[src/rtl/alu_issue_ctrl_pkg.sv]
// Shared definitions for the ALU issue controller: opcodes, FSM encoding and
// instruction field positions.
package alu_issue_ctrl_pkg;

    localparam int INSTR_W = 16;
    localparam int RF_AW   = 4;

    localparam logic [3:0] OP_NOP  = 4'b0000;
    localparam logic [3:0] OP_ADD  = 4'b0010;
    localparam logic [3:0] OP_SUB  = 4'b0011;
    localparam logic [3:0] OP_BZ   = 4'b0101;
    localparam logic [3:0] OP_ADDI = 4'b1010;
    localparam logic [3:0] OP_SUBI = 4'b1011;

    localparam int OP_HI = 15;
    localparam int OP_LO = 12;
    localparam int RD_HI = 11;
    localparam int RD_LO = 8;
    localparam int RS_HI = 7;
    localparam int RS_LO = 4;
    localparam int RT_HI = 3;
    localparam int RT_LO = 0;

    typedef enum logic [1:0] {
        S_IDLE = 2'd0,
        S_EXEC = 2'd1,
        S_WB   = 2'd2,
        S_BR   = 2'd3
    } state_t;

    function automatic logic is_alu_op(input logic [3:0] op);
        return (op == OP_ADD) || (op == OP_SUB) || (op == OP_ADDI) || (op == OP_SUBI);
    endfunction

endpackage

[src/rtl/alu_regfile.sv]
// 16-entry architectural register file: two operand reads, one debug read,
// one synchronous write; r0 is hardwired to zero.
module alu_regfile #(
    parameter int DATA_W = 16
) (
    input  logic              clk,
    input  logic              rst,
    input  logic [3:0]        ra_addr,
    input  logic [3:0]        rb_addr,
    input  logic [3:0]        dbg_addr,
    output logic [DATA_W-1:0] ra_data,
    output logic [DATA_W-1:0] rb_data,
    output logic [DATA_W-1:0] dbg_data,
    input  logic              we,
    input  logic [3:0]        wa,
    input  logic [DATA_W-1:0] wd
);

    logic [DATA_W-1:0] mem [16];

    always_ff @(posedge clk) begin
        if (rst) begin
            for (int i = 0; i < 16; i++) begin
                mem[i] <= '0;
            end
        end else if (we && (wa != 4'd0)) begin
            mem[wa] <= wd;
        end
    end

    // r0 is forced on the read side so it stays zero regardless of storage.
    assign ra_data  = (ra_addr  == 4'd0) ? '0 : mem[ra_addr];
    assign rb_data  = (rb_addr  == 4'd0) ? '0 : mem[rb_addr];
    assign dbg_data = (dbg_addr == 4'd0) ? '0 : mem[dbg_addr];

endmodule

[src/rtl/alu_issue_ctrl.sv]
// ALU issue controller: accepts instructions, issues registered operands to the
// ALU, writes back the ALU result and resolves branch-on-zero.
module alu_issue_ctrl
    import alu_issue_ctrl_pkg::*;
#(
    parameter int DATA_W = 16,
    parameter int PC_W   = 8,
    parameter int IMM_W  = 4
) (
    input  logic              clk,
    input  logic              rst,
    input  logic              instr_valid,
    input  logic [15:0]       instr,
    output logic              instr_ready,
    output logic [3:0]        alu_opcode,
    output logic [DATA_W-1:0] alu_a,
    output logic [DATA_W-1:0] alu_b,
    output logic [DATA_W-1:0] alu_imm,
    input  logic [DATA_W-1:0] alu_result,
    input  logic              alu_zero,
    output logic              wb_valid,
    output logic              pc_redirect,
    output logic [PC_W-1:0]   pc_target,
    output logic              zero_flag,
    output logic              illegal_op,
    input  logic [3:0]        dbg_addr,
    output logic [DATA_W-1:0] dbg_data
);

    // Handshake: an instruction transfers on a posedge where instr_valid and
    // instr_ready are both high; instr is ignored whenever instr_ready is low.
    state_t state, state_nxt;

    logic [3:0]        op, rd, rs, rt;
    logic [IMM_W-1:0]  imm;
    logic [DATA_W-1:0] imm_sext;
    logic [DATA_W-1:0] rs_data, rt_data;
    logic              accept;
    logic              issue, br_latch, br_fire, wb_en, illegal_set;
    logic [3:0]        rd_q;
    logic [PC_W-1:0]   tgt_q;

    assign op       = instr[OP_HI:OP_LO];
    assign rd       = instr[RD_HI:RD_LO];
    assign rs       = instr[RS_HI:RS_LO];
    assign rt       = instr[RT_HI:RT_LO];
    assign imm      = instr[IMM_W-1:0];
    assign imm_sext = {{(DATA_W-IMM_W){imm[IMM_W-1]}}, imm};

    assign instr_ready = (state == S_IDLE) & ~rst;
    assign accept      = instr_valid & instr_ready;

    always_ff @(posedge clk) begin
        if (rst) begin
            state <= S_IDLE;
        end else begin
            state <= state_nxt;
        end
    end

    always_comb begin
        state_nxt   = state;
        issue       = 1'b0;
        br_latch    = 1'b0;
        br_fire     = 1'b0;
        wb_en       = 1'b0;
        illegal_set = 1'b0;
        case (state)
            S_IDLE: begin
                if (accept) begin
                    if (is_alu_op(op)) begin
                        state_nxt = S_EXEC;
                        issue     = 1'b1;
                    end else if (op == OP_BZ) begin
                        state_nxt = S_BR;
                        br_latch  = 1'b1;
                    end else begin
                        illegal_set = 1'b1;
                    end
                end
            end
            S_EXEC: state_nxt = S_WB;
            S_WB: begin
                state_nxt = S_IDLE;
                wb_en     = 1'b1;
            end
            S_BR: begin
                state_nxt = S_IDLE;
                br_fire   = 1'b1;
            end
            default: state_nxt = S_IDLE;
        endcase
    end

    // The ALU sees a non-zero opcode for exactly the EXEC cycle.
    always_ff @(posedge clk) begin
        if (rst) begin
            alu_opcode  <= OP_NOP;
            alu_a       <= '0;
            alu_b       <= '0;
            alu_imm     <= '0;
            rd_q        <= '0;
            tgt_q       <= '0;
            wb_valid    <= 1'b0;
            pc_redirect <= 1'b0;
            pc_target   <= '0;
            zero_flag   <= 1'b0;
            illegal_op  <= 1'b0;
        end else begin
            alu_opcode  <= issue ? op : OP_NOP;
            wb_valid    <= wb_en;
            pc_redirect <= br_fire & zero_flag;
            if (issue) begin
                alu_a   <= rs_data;
                alu_b   <= rt_data;
                alu_imm <= imm_sext;
                rd_q    <= rd;
            end
            if (br_latch) begin
                tgt_q <= instr[PC_W-1:0];
            end
            if (br_fire) begin
                pc_target <= tgt_q;
            end
            if (wb_en) begin
                zero_flag <= alu_zero;
            end
            if (illegal_set) begin
                illegal_op <= 1'b1;
            end
        end
    end

    alu_regfile #(
        .DATA_W (DATA_W)
    ) u_regfile (
        .clk      (clk),
        .rst      (rst),
        .ra_addr  (rs),
        .rb_addr  (rt),
        .dbg_addr (dbg_addr),
        .ra_data  (rs_data),
        .rb_data  (rt_data),
        .dbg_data (dbg_data),
        .we       (wb_en),
        .wa       (rd_q),
        .wd       (alu_result)
    );

endmodule

[config.mk]
export PLATFORM = sky130hd
export DESIGN_NAME = alu_issue_ctrl
export DESIGN_NICKNAME = d
export VERILOG_FILES = /design/src/rtl/alu_issue_ctrl_pkg.sv /design/src/rtl/alu_regfile.sv /design/src/rtl/alu_issue_ctrl.sv
export SDC_FILE = /design/constraint.sdc
export NUM_CORES = 1
export LEC_CHECK = 0
export ABC_CLOCK_PERIOD_IN_PS = 3200
export BUFFER_PORTS_ARGS = -buffer_cell sky130_fd_sc_hd__clkbuf_2
export CAP_MARGIN = 20
export CORE_ASPECT_RATIO = 0.9
export CORE_MARGIN = 2
export CORE_UTILIZATION = 54
export CTS_CLUSTER_DIAMETER = 50
export CTS_CLUSTER_SIZE = 40
export DETAILED_ROUTE_END_ITERATION = 12
export HOLD_SLACK_MARGIN = 0.15
export PLACE_DENSITY_LB_ADDON = 0.25
export RECOVER_POWER = 100
export SYNTH_ARGS = -nofsm -noshare
export SYNTH_HDL_FRONTEND = slang
export SYNTH_HIERARCHICAL = 1
export SYNTH_SLANG_ARGS = --single-unit
[constraint.sdc]
create_clock -name clk -period 3.2 [get_ports clk]
set_input_delay 0.48 -clock clk [delete_from_list [all_inputs] [get_ports clk]]
set_output_delay 0.48 -clock clk [all_outputs]
set_load 0.005 [all_outputs]
Word-level counts from Yosys, hierarchy flattened
Memory sizes are Yosys's and may differ from the RTL's.
Cells that the tools add are included.
Storage, ports and cells
  flip-flop bits (word level): 66
  memory bits (writable): 256
  input bits: 40
  output and inout bits: 81
  logic and storage cells: 69
  memories kept: 1
Memory list
  u_regfile.mem: words 16, bits a word 16, read ports 3, clocked after Yosys merged registers in 0, wr ports 16, line alu_regfile.sv:19  | logic [DATA_W-1:0] mem [16];
Cells by class
  equal/unequal tests: 10
  muxes and demuxes: 28
  bitwise gates (word level): 5
  reduce and logical (&&, ||, !) cells: 13
Operators with widths (count)
  $mux W16: 4
  $mux W1: 19
  $reduce_or A16 Y1: 1
  $logic_not A4 Y1: 3
  $eq A4 B2 Y1 const B: 2
  $eq A4 B4 Y1 const B: 2
  $mux W2: 3
  $pmux W2 S3: 1
  $eq A2 B2 Y1 const B: 2
  $eq A4 B3 Y1 const B: 1
  $mux W4: 1
  $reduce_bool A4 Y1: 1
  $reduce_or A2 Y1: 2
  $and A1 B1 Y1: 3
  $logic_or A1 B1 Y1: 3
  $ne A3 B1 Y1 const B: 1
  $eq A2 B1 Y1 const B: 1
  $logic_not A2 Y1: 1
  $ne A2 B2 Y1 const B: 1
  $not A1 Y1: 2
  $reduce_and A2 Y1: 1
  $logic_and A1 B1 Y1: 1

Longest topological paths before layout
Gate-level depths: netlist (run 1).
  depth after elaboration: 9
  depth in mapped cells: 9
  depth with buffers taken out: 6

Hierarchy
Netlist (run 1), hierarchy kept.
By module, submodules not included
  alu_regfile: times used 1, cells each 938, area each 15140.8 µm², seq. area each 7236.9 µm²
  alu_issue_ctrl: times used 1, cells each 298, area each 2565.0 µm², seq. area each 1321.3 µm²

Worst setup path after synthesis (run 1)
Ideal clock, no wire load.
  kind: input to output
  from: input dbg_addr[3]
  to: output dbg_data[12]
  data arrival time: 1.796 ns
  required time: 2.720 ns
  slack: 0.924 ns
  stages: 5
  buffers on the path: 3
  cells stage by stage: buf_4 buf_6 clkbuf_1 mux4_2 mux4_2
On the way
  longest elaborated chain between the ends: 2
  elaborated cells between the ends (all ways): 3
  those cells by class: mux (1); reduce/logical (1); memory (1)
RTL lines
  from (decl): line alu_issue_ctrl.sv:26  | input logic [3:0] dbg_addr,
  $mem_v2 Z16 W16 / $logic_not A4 Y1 (equally long branches)
  $mux W16 (*): line alu_regfile.sv:34  | assign dbg_data = (dbg_addr == 4'd0) ? '0 : mem[dbg_addr];
  to (decl): line alu_issue_ctrl.sv:27  | output logic [DATA_W-1:0] dbg_data
Every way passes the cells marked *; elsewhere a longest branch is shown, timed or not.

==> results.txt, run 1 <==
- Across the run, the number of max-cap violations was 1.
- Setup total negative slack on the finished layout was measured at 0 ns.
- The finished cells cover 19600 sq um.
* Count of mapped cells out of synthesis: 1236
- During synthesis, Yosys emitted a total of 6 warnings.
- Worst hold-check path type: in2reg
* FF+latch area: 8558 sq um
- Length of the first detailed-routing pass in iterations: 5
- Initial DRC Count: 1628
* Category of the worst setup path launch point: flip-flop
* Drc violations: 0
- Syn Area/Cell: 14.33 sq um
* Inserted Clock Buffers: 34
- Chip Width: between 150 and 200 um
* Overall global routing resource usage: 31.61%
- Synth cell types: 44
* Initial Utilization: 55.13%
- 121 I/O pins were placed.
- Routability-driven placement finished with a final weighted congestion of slightly below 0.9.
- Post-detailed-routing wire length: 53760 um
* Static power due to leakage: around 7 nW
- Avg WL per Cell: 30.48 um
- Kind of critical path: reg2reg
- Number of hold violations in the final report: 0
- Met3 routing resource usage after global routing: under 10%
- Based on the critical path, the design can be clocked at up to 324.6 MHz.
- Pin count of the biggest net entering global routing: 56
- Post-Syn Area: 17710 sq um
* Async SR Flop Fraction: 0%
- When the netlist entered floorplanning its net count stood at 1276.
* Type of element capturing the critical path: flip-flop
- The worst path uses between 90 and 100% of the clock period.
- Vias: 12.21k
- Clock slew at reported path FFs: 0.07 ns
- Slowest cell on the critical path: sky130_fd_sc_hd__or2_0
- Post CTS Setup Buffer Count: 0
- After legalization and detailed placement, the total HPWL measured 34370 um.
* Dominant cell type by count on the critical path: sky130_fd_sc_hd__nor2b_1
- Core area: 32120 sq um
* Pin slew with the least headroom to its limit: 1.534 ns
* Cell Pwr Density: 491.5 nW/um^2
- I/O Buffers: 120
* Clock root buffer: sky130_fd_sc_hd__clkbuf_16
* Violated checks: capacitance limit, slew limit
* Longest Clk Path Bufs: 3
- #FFs+latches synth: 307
- Peak ir drop on the vdd network: approximately 0.25 mV
- Of the cells placed in the final design, the portion with a size suffix greater than 1 is 27.69%.
- The flow ran to the end, but the final reports show violations.
- Critical path fanouts, max: 9
- Ordered cell list for the critical path: nor2b_1, nor2b_1, nand3b_1, nor2_1, or2_0, buf_4
- The most used flip-flop cell after synthesis is sky130_fd_sc_hd__edfxtp_1.
- Multi-input logic area: 8248 sq um
* Portion of the post-synthesis area used by sequential elements: between 40% and 50%
* Global-route wire length before repair: 78560 um
- Clock network latency to the later pin of the worst-skew pair: 0.52 ns
- TritonCTS built the clock tree.
- Max H-tree Level: 2
- The via count of the first global-routing pass was between 10k and 15k.
* Post-cts gate resize count: 0
- For the worst setup path, the data arrival time is between 3 and 4 ns.
- The kind of cell with the highest combined delay along the critical path is simple AND/OR/NAND/NOR gates.
- Global routing used between 40% and 50% of the available met2 tracks.
- Global routing's busiest layer: met2
- Post-place instance area: about 19000 sq um
- The tightest hold path in the finished design has a slack of 0.2163 ns.
- The count of nets left with antenna violations once routing finished came out at 0.
- Met1 Usage GRT: 44.50%
* Area enclosed by the die boundary: approximately 34000 sq um
- In this run the tightest slew margin relative to its limit is -2.275%.
- Post-synth EDFFs: approximately 240
- After global routing the overflow that remains totals 0.
- Height of the die: around 180 um
- The number of antenna violations at the first check in global routing is 2.
- Clock skew on the completed layout was measured at 0.02025 ns.
- Fill cell instance count of the final layout: 2426
* Net count of the finished layout: 1362
* Setup repair after global routing missed its margin: false
- Relative to the synthesized area, the layout overhead comes to 10.72%.
- Dividing the detail-routed via count by the number of cells gives just under 7.
* Critical Path Max Stage Delay: approximately 0.96 ns
- STA puts the critical path data required time at 3.42 ns.
- Max Transition Viols Final: 17
* Buffering stage count on the worst path with inverters included: 1
- Buffers inserted to repair hold after CTS numbered 0.
- Total clock sinks: 307
* Setup violators final: 0
- For the finished layout, the period the worst path requires is 3.081 ns.
- The initialized floorplan defines 62 standard-cell rows.
-- layout make-up --
cell class	instances	share of cell area (%)
repair buffers	185	5.783
multi-input cells	794	42.07
well taps	416	2.655
flip-flops and latches	307	43.66
diodes	1	0.01276
clock inverters	21	1.206
clock buffers	40	4.615
-- layer usage --
layer  wire [um]  part of all wire (%)
met5           0                     0
met4        2207                   4.1
met3        7235                    13
met2       23650                    44
met1       20670                    38
-- synthesized netlist by cell type (all sizes together), types with 20 or more instances --
cell type  number  area, sq um
mux4          189         4442
o21ai          52        260.3
a22o           28        251.5
mux2i          20        200.2
dfxtp          66         1321
mux2           34        382.9
a21oi          89        445.4
clkbuf         70        346.6
and2          240         1501
nand2          20        75.07
buf            65        548.0
nand3          57        285.3
edfxtp        241         7237
-- tightest hold or removal path, cell delays in order --
cell and delay, ns:
sky130_fd_sc_hd__clkbuf_2 0.08, sky130_fd_sc_hd__mux2i_1 0.06, sky130_fd_sc_hd__nor2_1 0.07
-- cell families (layout without fill, tap and decap cells) --
| group | Yosys count | count (layout) | synth area share [%] |
|---|---|---|---|
| other | 2 | 3 | 0.04242 |
| DFF | 307 | 307 | 48.34 |
| and+or+nand+nor | 374 | 374 | 12.51 |
| muxes | 243 | 243 | 28.38 |
| AOI/OAI and AO/OA | 175 | 175 | 5.682 |
| buffers and inverters | 135 | 246 | 5.053 |
-- final timing paths --
check	endpoint	cells past startpoint	slack (ns)	from
max	u_regfile/mem[13][3]	6	0.12	state[1]
min reg2reg	pc_target[4]	2	0.46	pc_target[4]
min	zero_flag	3	0.22	alu_zero
max reg2reg	u_regfile/mem[13][3]	6	0.12	state[1]
-- metrics by stage --
stage               setup WS (ns)  util (%)  std cells  power [mW]
floorplan                  0.9244         -       1236       5.313
global placement           0.3372     58.01       1702       5.673
detailed placement         0.3089     58.01       1702       5.690
CTS                        0.3052     61.56       1763       9.673
global route               0.1385     61.03       1763       9.885
finish                     0.1189     61.04       1764       9.635
-- report_power, final --
group	switching [mW]	internal, mW
Combinational	0.589	0.514
Clock	1.75	2.27
Sequential	0.0995	4.41
-- placed cells by master, fill, tap and decap left out, drive strengths merged, types with 11 or more instances in the layout --
master / n
buf: 47
nor2: 16
clkbuf: 178
nand3: 57
dfxtp: 66
mux2: 34
nand2: 20
a22o: 28
edfxtp: 241
inv: 11
a21oi: 89
or2: 15
mux4: 189
mux2i: 20
o21ai: 52
and2: 240
-- registers in the layout, summed over array words and instances, names as in the netlist, 2 cells and up --
signal	flops
alu_a	16
alu_b	16
alu_imm	4
alu_opcode	4
pc_target	8
rd_q	4
state	2
tgt_q	8
u_regfile/mem	241
No activity file was read; power rests on OpenSTA's default activity.
==> run 2, diff against run 1 <==
- SETUP_SLACK_MARGIN: unset -> 0.3
==> run 2 against run 1 <==
  * The run still ends with capacitance limit, slew limit left
  * Clock power barely moved
  * Final cell count did not move
  * Setup slack improved by 0.066 ns
  * Critical path depth did not move
  * Sequential power barely moved
  * Sequential share of layout area barely moved
  * Fmax rose by 2.2%
  * Global-route usage did not move
  * Clock-buffer cell count did not move
  * Critical path type unchanged
==> results.txt, run 2 (synthesized netlist as in run 1, its figures left out) <==
* Area Overhead vs Synth: 10.77% (was 10.72%)
- The register name with the most flops is u_regfile/mem (unchanged).
* Critical path fanouts, max: 16 (was 9)
- Number of hold violations in the final report: 0 (unchanged)
- The TritonCTS clock tree is yes (unchanged).
* Result of the run: finished with violations (unchanged)
- The post-route cell area was 19610 sq um (was 19600 sq um).
- Length of the first detailed-routing pass in iterations: 5 (unchanged)
- The full die area was 34260 sq um (unchanged).
- Final HPWL DP: 34370 um (unchanged)
- The number of vias per cell is 6.895 (was 6.920).
- Clock network latency to the later pin of the worst-skew pair: 0.53 ns (was 0.52 ns)
- Non-filler cells in the finished layout: 1764 (unchanged)
* Slowest cell on the critical path: sky130_fd_sc_hd__clkbuf_1 (was sky130_fd_sc_hd__or2_0)
- Clock slew at reported path FFs: 0.07 ns (about the same)
- The master cell of the clock root buffer is sky130_fd_sc_hd__clkbuf_16 (unchanged).
* Core area: 32120 sq um (unchanged)
- Most common cell after layout, fill and taps aside: sky130_fd_sc_hd__edfxtp_1 (unchanged)
- Hold-fix buffers, CTS: 0 (unchanged)
* Ordered cell list for the critical path: nor2b_1, nor2b_1, nand3b_1, nor2_1, clkbuf_1, and2_0 (was nor2b_1, nor2b_1, nand3b_1, nor2_1, or2_0, buf_4)
- The path type of the worst min-delay path is in2reg (unchanged).
- The required time at the endpoint of the critical path was 3.57 ns (was 3.42 ns).
- Count of standard-cell rows: 62 (unchanged)
* Part of the cycle the worst path needs: 94.23% (was 96.28%)
- The type of destination of the critical path was a flip-flop (unchanged).
- Category of the worst setup path launch point: flip-flop (unchanged)
* Max Transition Viols Final: 16 (was 17)
- The global router's overall resource usage is 31.61% (unchanged).
- The static leakage was 7.101 nW (was 7.080 nW).
- The delay contributed by the slowest stage of the critical path was 1.10 ns (was 0.96 ns).
- The worst-case clock buffer depth came to 3 (unchanged).
- The maximum frequency from static timing analysis came to 331.6 MHz (was 324.6 MHz).
- I/O Buffers: 120 (unchanged)
- The TritonCTS buffer count came to 34 (unchanged).
* Post-detailed-routing wire length: 53720 um (was 53760 um)
* Rel. slew slack: -0.4133% (was -2.275%)
- The total congestion overflow was 0 (unchanged).
- The cell total after placement is 1702 (unchanged).
- The number of nets with antenna violations after routing was 0 (unchanged).
- The global-route wire length before repair is 78560 um (unchanged).
- Initial antenna violation count: 2 (unchanged)
- Setup repair after global routing missed its margin: false (unchanged)
- Chip Width: 194.9 um (unchanged)
- The max-cap check violation count was 2 (was 1).
- The type of the setup path with the least slack is reg2reg (unchanged).
- Max H-tree Level: 2 (unchanged)
* Avg WL per Cell: 30.45 um (was 30.48 um)
- The height of the die is 175.8 um (unchanged).
- Post-place instance area: 18630 sq um (unchanged)
- Layout cell share with drive strength beyond 1: 27.99% (was 27.69%)
- The number of failing setup endpoints in the final timing report was 0 (unchanged).
* Cell Pwr Density: 491.4 nW/um^2 (was 491.5 nW/um^2)
- Total clock sinks: 307 (unchanged)
- Number of flip-flops in the largest register: 241 (unchanged)
* Drc violations: 0 (unchanged)
- The total number of vias is 12.16k (was 12.21k).
- The final weighted congestion of routability-driven global placement came to 0.8778 (unchanged).
* Dominant cell type by count on the critical path: sky130_fd_sc_hd__nor2b_1 (unchanged)
* Time the final worst path needs with I/O delays and setup: 3.015 ns (was 3.081 ns)
* Leading registers by flop count: u_regfile/mem (241), alu_a (16), alu_b (16) (unchanged)
- Initial Utilization: 55.13% (unchanged)
* Peak ir drop on the vdd network: 0.2453 mV (was 0.2482 mV)
- Initial DRC Count: 1527 (was 1628)
* Pin slew with the least headroom to its limit: 1.506 ns (was 1.534 ns)
- Crit path arrival time: 3.39 ns (was 3.30 ns)
* Fill cell instance count of the final layout: 2425 (was 2426)
- Violated checks: capacitance limit, slew limit (unchanged).
* Post-route setup TNS: 0 ns (unchanged)
- Pin count of the biggest net entering global routing: 56 (unchanged)
- Post-Route Utilization: 61.07% (was 61.04%)
* Net count of the finished layout: 1362 (unchanged)
- The clock tree skew after final layout is 0.02231 ns (was 0.02025 ns).
- Number of top-level pins: 121 (unchanged)
- Leading cell types in the layout, fill and taps excluded: sky130_fd_sc_hd__edfxtp_1, sky130_fd_sc_hd__mux4_2, sky130_fd_sc_hd__and2_0, sky130_fd_sc_hd__and2_1, sky130_fd_sc_hd__a21oi_1 (unchanged).
- Number of global-route vias before repair: 11.64k (unchanged)
[run 2: worst paths after layout]
check	from	end	slack, ns	depth (start not counted)
min	alu_zero	zero_flag	0.21	3
max reg2reg	state[1]	u_regfile/mem[14][5]	0.18	6
min reg2reg	pc_target[4]	pc_target[4]	0.46	2
max	state[1]	u_regfile/mem[14][5]	0.18	6
[run 2: report_power, final]
part / total (mW) / switching [mW] / internal [mW]
Combinational: 1.10 / 0.588 / 0.516
Clock: 4.03 / 1.76 / 2.27
Sequential: 4.51 / 0.0992 / 4.41
Total: 9.64 / 2.44 / 7.19
[run 2: final cells by class]
type | instances | area (sq um) | area share, %
clock inverters | 21 | 236.5 | 1.206
diodes | 1 | 2.502 | 0.01276
flip-flops and latches | 307 | 8558 | 43.64
multi-input cells | 794 | 8248 | 42.05
well taps | 416 | 520.5 | 2.654
repair buffers | 185 | 1142 | 5.825
clock buffers | 40 | 904.6 | 4.612
[run 2: layer usage]
| layer | track usage [%] | share of wire (%) | up-vias |
|---|---|---|---|
| met2 | 48.30 | 44 | 921 |
| li1 | - | - | 5007 |
| met1 | 44.50 | 39 | 6095 |
| met5 | 0 | 0 | - |
| met4 | 10.56 | 3.9 | 0 |
| met3 | 8.391 | 13 | 140 |
[run 2: per-stage QoR]
stage	hold WS, ns	power (mW)	setup WS [ns]
detailed placement	0.4506	5.690	0.3089
floorplan	0.4421	5.313	0.9244
global placement	0.4436	5.673	0.3372
global route	0.2304	9.886	0.2005
CTS	0.2038	9.673	0.3052
finish	0.2145	9.638	0.1847
[run 2: what timing repair did]
item / 4_1_cts / 5_1_grt
endpoints found under the setup margin: 0 / 4
resized for setup: 0 / 1
buffers inserted: 0 / 0
[run 2: critical path, delay by kind of cell, from the launching register on]
| family | cells | cell delay [ns] |
|---|---|---|
| AND/OR/NAND/NOR | 5 | 1.47 |
| flip-flops | 1 | 0.32 |
| buffers and inverters | 1 | 1.10 |
==> run 3, diff against run 2 <==
- SYNTH_HIERARCHICAL: 1 -> unset
==> run 3 against run 2 <==
  * Combinational power about the same
  * Clock power is 9.9% higher
  * Largest power group unchanged
  * Clock-buffer cell count increased by 2
  * Largest cell class unchanged
  * Core utilization is 1.2 points higher
  * The flow still finishes with violations (capacitance limit, slew limit)
  * Critical path type is now in2reg
==> results.txt, run 3 <==
- Setup violators final: 0 (unchanged)
- Worst Setup Slack post-DPL: 0.4519 ns (was 0.3089 ns)
- Maximum frequency from static timing analysis: 336.4 MHz (was 331.6 MHz)
- Post-cts gate resize count: 0 (unchanged)
* Clock skew after layout: 0.01368 ns (was 0.02231 ns)
* Post-detailed-routing wire length: 53510 um (was 53720 um)
- Initial Utilization: 55.32% (was 55.13%)
* Async SR Flop Fraction: 0% (unchanged)
* Number of nets with antenna violations after routing: 0 (unchanged)
- The endpoint arrival time on the critical path was 3.11 ns (was 3.39 ns).
- The worst-case clock buffer depth was 3 (unchanged).
- Post-Syn Area: 17770 sq um (was 17710 sq um)
* Clock network latency to the later pin of the worst-skew pair: 0.53 ns (about the same)
- The number of failing hold endpoints at the final stage came to 0 (unchanged).
- The total number of vias came to 12.13k (was 12.16k).
- The endpoint of the lowest-slack register-to-register path was u_regfile.mem[1][10] (was u_regfile/mem[14][5]).
- Most common cell after layout, fill and taps aside: sky130_fd_sc_hd__edfxtp_1 (unchanged)
* Layout cell share with drive strength beyond 1: 28.21% (was 27.99%)
* Library cell with the highest instance count after synthesis: sky130_fd_sc_hd__edfxtp_1 (unchanged)
- The CTS sink count was 322 (was 307).
- The area growth from synthesis to final layout is 12.61% (was 10.77%).
- Beginning of the worst hold path: instr[11] (was alu_zero)
- Fill cell instance count of the final layout: 2473 (was 2425)
- Post-route setup TNS: 0 ns (unchanged)
- The maximum number of pins on one net before global-route repair was 68 (was 56).
- Main area contributors after synthesis: sky130_fd_sc_hd__edfxtp_1, sky130_fd_sc_hd__mux4_2, sky130_fd_sc_hd__and2_1 (unchanged).
- Type of element capturing the critical path: flip-flop (unchanged)
* Max H-tree Level: 2 (unchanged)
- Result of the run: finished with violations (unchanged).
- Leading cell types in the layout, fill and taps excluded: sky130_fd_sc_hd__edfxtp_1, sky130_fd_sc_hd__mux4_2, sky130_fd_sc_hd__and2_0, sky130_fd_sc_hd__and2_1, sky130_fd_sc_hd__clkbuf_2 (was sky130_fd_sc_hd__edfxtp_1, sky130_fd_sc_hd__mux4_2, sky130_fd_sc_hd__and2_0, sky130_fd_sc_hd__and2_1, sky130_fd_sc_hd__a21oi_1)
* Dominant cell type by area after synthesis: sky130_fd_sc_hd__edfxtp_1 (unchanged)
- Syn Area/Cell: 14.14 sq um (was 14.33 sq um)
- Overall global routing resource usage: 31.78% (was 31.61%)
* Category of the worst setup path launch point: input pin (was flip-flop)
* Hold Path End: rd_q[3] (was zero_flag)
- The register name with the most flops is u_regfile.mem (was u_regfile/mem).
- The number of placement rows is 62 (unchanged).
- The height of the die is 176.1 um (was 175.8 um).
- The HPWL reported at the end of detailed placement was 34240 um (was 34370 um).
- The placeable core region came to 32120 sq um (unchanged).
* #FFs+latches synth: 322 (was 307)
* Leading registers by flop count: u_regfile.mem (256), alu_a (16), alu_b (16) (was u_regfile/mem (241), alu_a (16), alu_b (16))
* R2r startpoint: state[0] (was state[1])
- Clock tree from TritonCTS: yes (unchanged)
- Portion of the post-synthesis area used by sequential elements: 50.71% (was 48.34%)
- Non-filler cells in the finished layout: 1796 (was 1764)
- The DRC violation count after routing was 0 (unchanged).
* Total overflow reported by the global router: 0 (unchanged)
- Post-layout worst setup margin: 0.2276 ns (was 0.1847 ns)
* Number of global-route vias before repair: 12.26k (was 11.64k)
- Area enclosed by the die boundary: 34370 sq um (was 34260 sq um)
- Placer's final routability congestion estimate: 0.9533 (was 0.8778)
- The number of cells traversed by the worst hold path was 3 (unchanged).
* Warnings from Yosys: 0 (was 6)
* Area share of the largest cell type after synthesis: 43.27% (was 40.87%)
* Clock slew at reported path FFs: 0.06 ns (was 0.07 ns)
* Critical path required time: 3.34 ns (was 3.57 ns)
- The multi-input gate area in the final layout is 8193 sq um (was 8248 sq um).
* Number of top-level pins: 121 (unchanged)
- The number of port buffers is 120 (unchanged).
- The static leakage came to 7.259 nW (was 7.101 nW).
- Critical path fanouts, max: 24 (was 16)
- The number of vias per cell came to 6.753 (was 6.895).
* # placed instances: 1728 (was 1702)
* Part of the cycle the worst path needs: 92.89% (was 94.23%)
- Leading cell types by count after synthesis: sky130_fd_sc_hd__edfxtp_1, sky130_fd_sc_hd__and2_1, sky130_fd_sc_hd__mux4_2 (unchanged).
- R2R depth: 5 (was 6)
* Length of the first detailed-routing pass in iterations: 5 (unchanged)
- The total power divided by cell area came to 516.2 nW/um^2 (was 491.4 nW/um^2).
* Peak ir drop on the vdd network: 0.3753 mV (was 0.2453 mV)
- Violated checks: capacitance limit, slew limit (unchanged)
- Pin slew with the least headroom to its limit: 1.602 ns (was 1.506 ns)
* Synth cell types: 41 (was 44)
* Max Transition Viols Final: 25 (was 16)
* Time the final worst path needs with I/O delays and setup: 2.972 ns (was 3.015 ns)
- Initial antenna violation count: 2 (unchanged)
* FF+latch area: 9009 sq um (was 8558 sq um)
* Kind of critical path: in2reg (was reg2reg)
- Global-route wire length before repair: 79060 um (was 78560 um)
* Initial DRC Count: 1512 (was 1527)
- Post CTS Setup Buffer Count: 0 (unchanged)
* Inserted Clock Buffers: 37 (was 34)
* Net count of the finished layout: 1391 (was 1362)
- Chip Width: 195.2 um (was 194.9 um)
* Hold-fix buffers, CTS: 0 (unchanged)
* Count of mapped cells out of synthesis: 1256 (was 1236)
- The master cell of the clock root buffer is sky130_fd_sc_hd__clkbuf_16 (unchanged).
- The routed length per placed instance was 29.79 um (was 30.45 um).
- The path type of the worst min-delay path is in2reg (unchanged).
- The commonest register cell after synthesis is sky130_fd_sc_hd__edfxtp_1 (unchanged).
- Setup repair after global routing missed its margin: false (unchanged)
- MaxCap Viol Count: 1 (was 2)
* Number of flip-flops in the largest register: 256 (was 241)
- The number of enable flip-flop cells after synthesis is 256 (was 241).
- The headroom to the max-slew limit was -6.825% (was -0.4133%).
* R2R Setup Slk: 0.31 ns (was 0.18 ns)
## run 3: worst max-delay path, stage by stage
cell                       delay, ns
sky130_fd_sc_hd__clkbuf_1       0.37
sky130_fd_sc_hd__clkbuf_1       1.21
sky130_fd_sc_hd__or2_1          1.02
## run 3: final cells by class
cell class | count | area share (%)
Timing Repair Buffer | 166 | 4.872
Multi-Input combinational cell | 815 | 40.95
Sequential cell | 322 | 45.03
Tap cell | 416 | 2.602
Inverter | 9 | 0.1689
Clock buffer | 42 | 4.985
Clock inverter | 25 | 1.376
Antenna cell | 1 | 0.01251
## run 3: logic make-up after synthesis
family | synth area share [%]
and+or+nand+nor | 13.14
buffers and inverters | 3.416
AOI/OAI and AO/OA | 4.712
muxes | 28.00
other | 0.02111
DFF | 50.71
## run 3: report_power, final
| group | internal (mW) | switching (mW) | total (mW) |
|---|---|---|---|
| Sequential | 4.65 | 0.115 | 4.77 |
| Combinational | 0.509 | 0.625 | 1.13 |
| Clock | 2.61 | 1.82 | 4.43 |
## run 3: metrics by stage
stage | utilization (%) | hold WS (ns) | power, mW | cell area [sq um]
after global routing | 62.28 | 0.1769 | 10.57 | 20000
after CTS | 62.75 | 0.1567 | 10.34 | 20150
after floorplan | - | 0.4366 | 5.551 | 17830
final | 62.29 | 0.1646 | 10.33 | 20010
after detailed placement | 58.79 | 0.4474 | 5.979 | 18880
after global placement | 58.79 | 0.4450 | 5.957 | 18880
## run 3: worst max path at each step
stage | from | slack, ns | depth (start not counted) | to
after floorplan | dbg_addr[0] | 0.84 | 7 | dbg_data[0]
after global placement | dbg_addr[1] | 0.52 | 6 | dbg_data[13]
after detailed placement | dbg_addr[1] | 0.45 | 6 | dbg_data[2]
after CTS | dbg_addr[1] | 0.45 | 6 | dbg_data[2]
after global routing | state[0] | 0.17 | 5 | u_regfile.mem[1][10]
final | rst | 0.23 | 3 | u_regfile.mem[9][9]
## run 3: routing by layer
| metal | vias up | share of wire, % | global-route usage (%) |
|---|---|---|---|
| met1 | 6113 | 38 | 43.14 |
| met4 | 2 | 4.7 | 14.19 |
| met5 | - | 0.024 | 0 |
| met3 | 139 | 10 | 6.246 |
| met2 | 808 | 47 | 50.46 |
| li1 | 5067 | - | - |
